### src/rtl/nv_nvdla_bdma_intr_drain.sv
// ---------------------------------------------------------------------------
// nv_nvdla_bdma_intr_drain
//
// Read side of the BDMA store interrupt FIFO. Each popped entry carries a
// group id (0/1); it is turned into a single-cycle done-interrupt pulse to
// GLB and recorded in sticky per-group status flags and saturating counters
// for CSB. After every pulse the block waits PULSE_GAP idle cycles before it
// pops again, so back-to-back completions never merge at GLB.
//
// Ports
//   nvdla_core_clk         in   core clock
//   nvdla_core_rstn        in   async active-low reset
//   fifo_intr_rd_pvld      in   FIFO entry valid
//   fifo_intr_rd_pd        in   FIFO entry payload (group id)
//   fifo_intr_rd_prdy      out  pop strobe to FIFO (IDLE only)
//   intr_mask[1:0]         in   per-group mask, suppresses the GLB pulse only
//   status_clr[1:0]        in   write-1-to-clear pulse for status/counter
//   bdma2glb_done_intr_pd  out  one-hot done pulse, 1 cycle wide
//   done_status[1:0]       out  sticky per-group done flags
//   done_cnt0 / done_cnt1  out  saturating completion counters per group
//   intr_idle              out  FSM idle and no entry pending
// ---------------------------------------------------------------------------
module nv_nvdla_bdma_intr_drain #(
   parameter int CNT_W     = 4,
   parameter int PULSE_GAP = 2
) (
   input  logic             nvdla_core_clk,
   input  logic             nvdla_core_rstn,
   input  logic             fifo_intr_rd_pvld,
   input  logic             fifo_intr_rd_pd,
   output logic             fifo_intr_rd_prdy,
   input  logic [1:0]       intr_mask,
   input  logic [1:0]       status_clr,
   output logic [1:0]       bdma2glb_done_intr_pd,
   output logic [1:0]       done_status,
   output logic [CNT_W-1:0] done_cnt0,
   output logic [CNT_W-1:0] done_cnt1,
   output logic             intr_idle
);

   typedef enum logic [1:0] {
      ST_IDLE = 2'd0,
      ST_FIRE = 2'd1,
      ST_GAP  = 2'd2
   } state_e;

   localparam logic [3:0]       GAP_LOAD = (PULSE_GAP > 0) ? 4'(PULSE_GAP - 1) : 4'd0;
   localparam logic [CNT_W-1:0] CNT_MAX  = {CNT_W{1'b1}};

   state_e                  state_q, state_d;
   logic                    grp_q, grp_d;
   logic [3:0]              gap_q, gap_d;
   logic [1:0]              pd_q, pd_d;
   logic [1:0]              status_q, status_d;
   logic [1:0][CNT_W-1:0]   cnt_q, cnt_d;

   logic                    fire;
   logic [1:0]              fire_hit;

   // ---------------- state register ----------------
   always_ff @(posedge nvdla_core_clk or negedge nvdla_core_rstn) begin
      if (!nvdla_core_rstn) begin
         state_q  <= ST_IDLE;
         grp_q    <= 1'b0;
         gap_q    <= 4'd0;
         pd_q     <= 2'b00;
         status_q <= 2'b00;
         cnt_q    <= '0;
      end else begin
         state_q  <= state_d;
         grp_q    <= grp_d;
         gap_q    <= gap_d;
         pd_q     <= pd_d;
         status_q <= status_d;
         cnt_q    <= cnt_d;
      end
   end

   // ---------------- next-state logic ----------------
   always_comb begin
      state_d = state_q;
      grp_d   = grp_q;
      gap_d   = gap_q;
      unique case (state_q)
         ST_IDLE: begin
            // payload is only captured on a real handshake, so pd is don't-care otherwise
            if (fifo_intr_rd_pvld && fifo_intr_rd_prdy) begin
               grp_d   = fifo_intr_rd_pd;
               state_d = ST_FIRE;
            end
         end
         ST_FIRE: begin
            if (PULSE_GAP > 0) begin
               gap_d   = GAP_LOAD;
               state_d = ST_GAP;
            end else begin
               state_d = ST_IDLE;
            end
         end
         ST_GAP: begin
            if (gap_q == 4'd0) state_d = ST_IDLE;
            else               gap_d   = gap_q - 4'd1;
         end
         default: state_d = ST_IDLE;
      endcase
   end

   // ---------------- output logic ----------------
   // prdy depends on state (and reset) only; there is no pvld->prdy path.
   always_comb begin
      fifo_intr_rd_prdy = 1'b0;
      fire              = 1'b0;
      unique case (state_q)
         ST_IDLE: fifo_intr_rd_prdy = nvdla_core_rstn;
         ST_FIRE: fire              = 1'b1;
         default: ;
      endcase
   end

   assign fire_hit = fire ? (grp_q ? 2'b10 : 2'b01) : 2'b00;

   // Pulse is registered: mask sampled during FIRE, pulse visible the cycle after.
   assign pd_d = fire_hit & ~intr_mask;

   // Per-group status/counter. A completion in the same cycle as a clear wins,
   // leaving the group showing exactly that one completion.
   always_comb begin
      status_d = status_q;
      cnt_d    = cnt_q;
      for (int g = 0; g < 2; g++) begin
         if (fire_hit[g]) begin
            status_d[g] = 1'b1;
            if (status_clr[g])            cnt_d[g] = CNT_W'(1);
            else if (cnt_q[g] != CNT_MAX) cnt_d[g] = cnt_q[g] + CNT_W'(1);
         end else if (status_clr[g]) begin
            status_d[g] = 1'b0;
            cnt_d[g]    = '0;
         end
      end
   end

   assign bdma2glb_done_intr_pd = pd_q;
   assign done_status           = status_q;
   assign done_cnt0             = cnt_q[0];
   assign done_cnt1             = cnt_q[1];
   assign intr_idle             = (state_q == ST_IDLE) && !fifo_intr_rd_pvld;

endmodule

### config.mk
export PLATFORM = sky130hd
export DESIGN_NAME = nv_nvdla_bdma_intr_drain
export DESIGN_NICKNAME = d
export VERILOG_FILES = /design/src/rtl/nv_nvdla_bdma_intr_drain.sv
export SDC_FILE = /design/constraint.sdc
export NUM_CORES = 1
export LEC_CHECK = 0
export BUFFER_PORTS_ARGS = -buffer_cell sky130_fd_sc_hd__buf_2
export CAP_MARGIN = 15
export CORE_UTILIZATION = 50
export DETAILED_ROUTE_END_ITERATION = 16
export GPL_ROUTABILITY_DRIVEN = 0
export HOLD_SLACK_MARGIN = 0.06
export PLACE_DENSITY = 0.77
export SETUP_SLACK_MARGIN = 0.2
export SLEW_MARGIN = 30
export SYNTH_ARGS = -nofsm -noshare
export SYNTH_HDL_FRONTEND = slang
export SYNTH_SLANG_ARGS = --single-unit
### constraint.sdc
create_clock -name nvdla_core_clk -period 4.1 [get_ports nvdla_core_clk]
set_clock_uncertainty 0.15 [all_clocks]
set_input_delay 1.23 -clock nvdla_core_clk [delete_from_list [all_inputs] [get_ports nvdla_core_clk]]
set_output_delay 1.23 -clock nvdla_core_clk [all_outputs]
set_load 0.02 [all_outputs]
==> qor.csv <==
stage;metric;value;unit
status;status;finished, final reports clean;
floorplanning;fp.dieW;46.01;um
setup_path;regToRegSetupSlack;2.37;ns
clock_network;h-tree-depth;1;
synthesis;yosysSeqAreaShare;0.4910;
clock_network;clk_pin_slew_worst_paths;0.10;ns
clock_network;cts_tree;built;
power_and_ir_drop;switching_power;0.0002132;W
routing;first_pass_iters;4;
final_layout;final_nets;131;
clock_network;clock_latency;0.29;ns
place;placed_area;1092;um^2
synthesis;synth_top_area_cell;dfrtp_1;
setup_path;path_buf_inv;2;
final_layout;areaGrowthSynthToFinish;15.50;%
floorplanning;core.rowCount;15;
final_layout;drive_gt1_frac;0.2521;
final_layout;layout_commonest_cell;buf_2;
clock_network;cts_root_buf;clkbuf_4;
hold_path;hold_depth;1;
grt;grt_start_max_net_pins;20;
sta;period_needed;3.119;ns
hold_path;hp-class;reg2reg;
final_layout;most-common-layout-cells;21 x buf_2, 19 x dfrtp_1, 8 x o21ai_0;
setup_path;crit_slowest_cell;nor3b_1;
synthesis;postSynthAreaPerCell;10.09;um^2
sta;slew_headroom;0.6798;
sta;rsz0062_at_grt;no;
floorplanning;start_util;0.5489;
synthesis;synth_cell_types;36;
clock_network;cts.sinks;19;
floorplanning;ios;22;
clock_network;ctsResizeCount;0;
sta;setup_viol_count_final;0;
floorplanning;core_area;1764;um^2
routing;ant_nets;0;
power_and_ir_drop;total_leakage_power;0.5544;nW
clock_network;ctsHoldBuffers;0;
place;post-place-ws;0.9690;ns
setup_path;cp-start-kind;input port;
sta;fmax;320.6;MHz
setup_path;crit_path_max_incr_delay;0.21;ns
power_and_ir_drop;power_density;510.0;nW/um^2
final_layout;diodes;0;
sta;worst_slack;0.9807;ns
setup_path;critPathRequiredTime;2.72;ns
synthesis;syn_nets;107;
setup_path;cp_max_fo;2;
routing;drc_errors;0;
grt;antenna_found_initial;0;
power_and_ir_drop;p_total;0.0005705;W
routing;avgRoutedWirePerCell;12.85;um
power_and_ir_drop;combPwrFrac;0.333;
setup_path;crit_top_cell;buf_2;
setup_path;crit_family;buffers and inverters;
grt;grt_usage;0.1975;
synthesis;synth_seq_cells;19;
job;drv_cap;0;
synthesis;netlist_area;968.4;um^2
sta;slew_viol_final;0;
synthesis;synth.top_cell.area_share;0.4910;
routing;wirelength;1850;um
sta;tightest_slew;0.4803;ns
power_and_ir_drop;sw_frac_of_total;0.3737;
sta;fin_crit_sh;0.7608;
final_layout;final_cell_area;1119;um^2
power_and_ir_drop;power_frac_seq;0.503;
grt;grt_pass1_wl;3042;um
synthesis;syn_inst;96;
synthesis;yosysWarnings;0;
setup_path;critical_path.cell_chain;buf_2, nor3b_1, buf_2;
clock_network;cts_buffer_depth;2;
floorplanning;dieArea;2117;um^2
setup_path;worst-endpoint-arrival;1.74;ns
grt;grt_pass1_vias;748;
routing;via_count;811;
power_and_ir_drop;power.internal;0.0003573;W
clock_network;cts_setup_buffers;0;
clock_network;numCtsBuffers;3;
routing;vias_per_cell;5.632;
setup_path;endpoint_kind;output port;
routing;drt_iter0_drc;13;
hold_path;min_to;done_status[0];
power_and_ir_drop;power.share.clock;0.164;
sta;hold_viol_final;0;
grt;gr-total-overflow;0;
setup_path;r2r-end;done_cnt0[3];
place;numPortBuffers;21;
synthesis;ys_top_cells_by_area;dfrtp_1 49%, o21ai_0 4.1%, ha_1 3.9%;
sta;hold_ws;0.3613;ns
setup_path;rr_worst_depth;3;
sta;fin_setup_tns;0;ns
setup_path;rr_startpoint;state_q[1];
setup_path;path_class;in2out;
power_and_ir_drop;irDropWorstVdd;322.4;uV
hold_path;worstHoldStart;done_status[0];
final_layout;fillers;172;
floorplanning;dieHeight;46.01;um
[cell usage after synthesis (all sizes together)]
master and instances:
a21o 1, a21oi 5, a2bb2oi 2, a31oi 1, a32o 2, and2 1
and3 2, and3b 1, and4b 2, buf 2, clkbuf 1, dfrtp 19
ha 3, inv 6, mux2 1, nand2 6, nand2b 1, nand3 5
nand3b 2, nor2 3, nor2b 3, nor3 4, nor3b 3, nor4 1
o21ai 8, o22ai 3, o311ai 2, o31ai 1, o41ai 1, or2 1
or3 1, or3b 2
[worst max-delay path by stage]
stage / startpoint / end / slack, ns / cells past startpoint
after floorplan: nvdla_core_rstn / fifo_intr_rd_prdy / 0.94 / 1
after global placement: nvdla_core_rstn / fifo_intr_rd_prdy / 0.98 / 3
after detailed placement: nvdla_core_rstn / fifo_intr_rd_prdy / 0.97 / 3
after CTS: nvdla_core_rstn / fifo_intr_rd_prdy / 0.96 / 3
after global routing: nvdla_core_rstn / fifo_intr_rd_prdy / 0.91 / 3
final: nvdla_core_rstn / fifo_intr_rd_prdy / 0.98 / 3
[layer usage]
metal	GRT usage	vias to the layer above	routed length, um
met5	0	-	0
li1	-	404	-
met1	0.2804	388	895
met3	0.03571	2	64
met2	0.3014	17	875
met4	0.06471	0	14
[metrics by stage]
stage	cells	util
after global routing	144	0.6340
after detailed placement	140	0.6191
after floorplan	96	-
after CTS	144	0.6340
after global placement	140	0.6191
final	144	0.6340
[power groups by stage]
stage	combinational, W	sequential, W	clock (W)
2_1_floorplan	0.000155	0.000279	0
3_3_place_gp	0.000184	0.000286	0
3_5_place_dp	0.000192	0.000289	0
4_1_cts	0.000193	0.000286	0.0000966
5_1_grt	0.000213	0.000297	0.000103
6_report	0.000190	0.000287	0.0000936
[final cells by class]
class / instances / area, um^2 / area share
sequential: 19 / 475.5 / 0.4251
multi-input combinational: 68 / 450.4 / 0.4027
timing repair buffer: 22 / 112.6 / 0.1007
tap: 25 / 31.28 / 0.02796
clock buffer: 4 / 26.28 / 0.02349
inverter: 6 / 22.52 / 0.02013
[registers in the layout, summed over array words and instances (netlist names)]
register / cells
grp_q: 1
done_cnt1: 4
state_q: 2
done_status: 2
done_cnt0: 4
gap_q: 4
bdma2glb_done_intr_pd: 2
[logic make-up after synthesis]
group | count (synthesis) | share of synthesized area
compound gates | 26 | 0.1744
flops | 19 | 0.4910
fa+ha+maj | 3 | 0.03876
simple gates | 38 | 0.2403
mux | 1 | 0.01163
buf+inv | 9 | 0.04392
No activity file was read; power rests on OpenSTA's default activity.
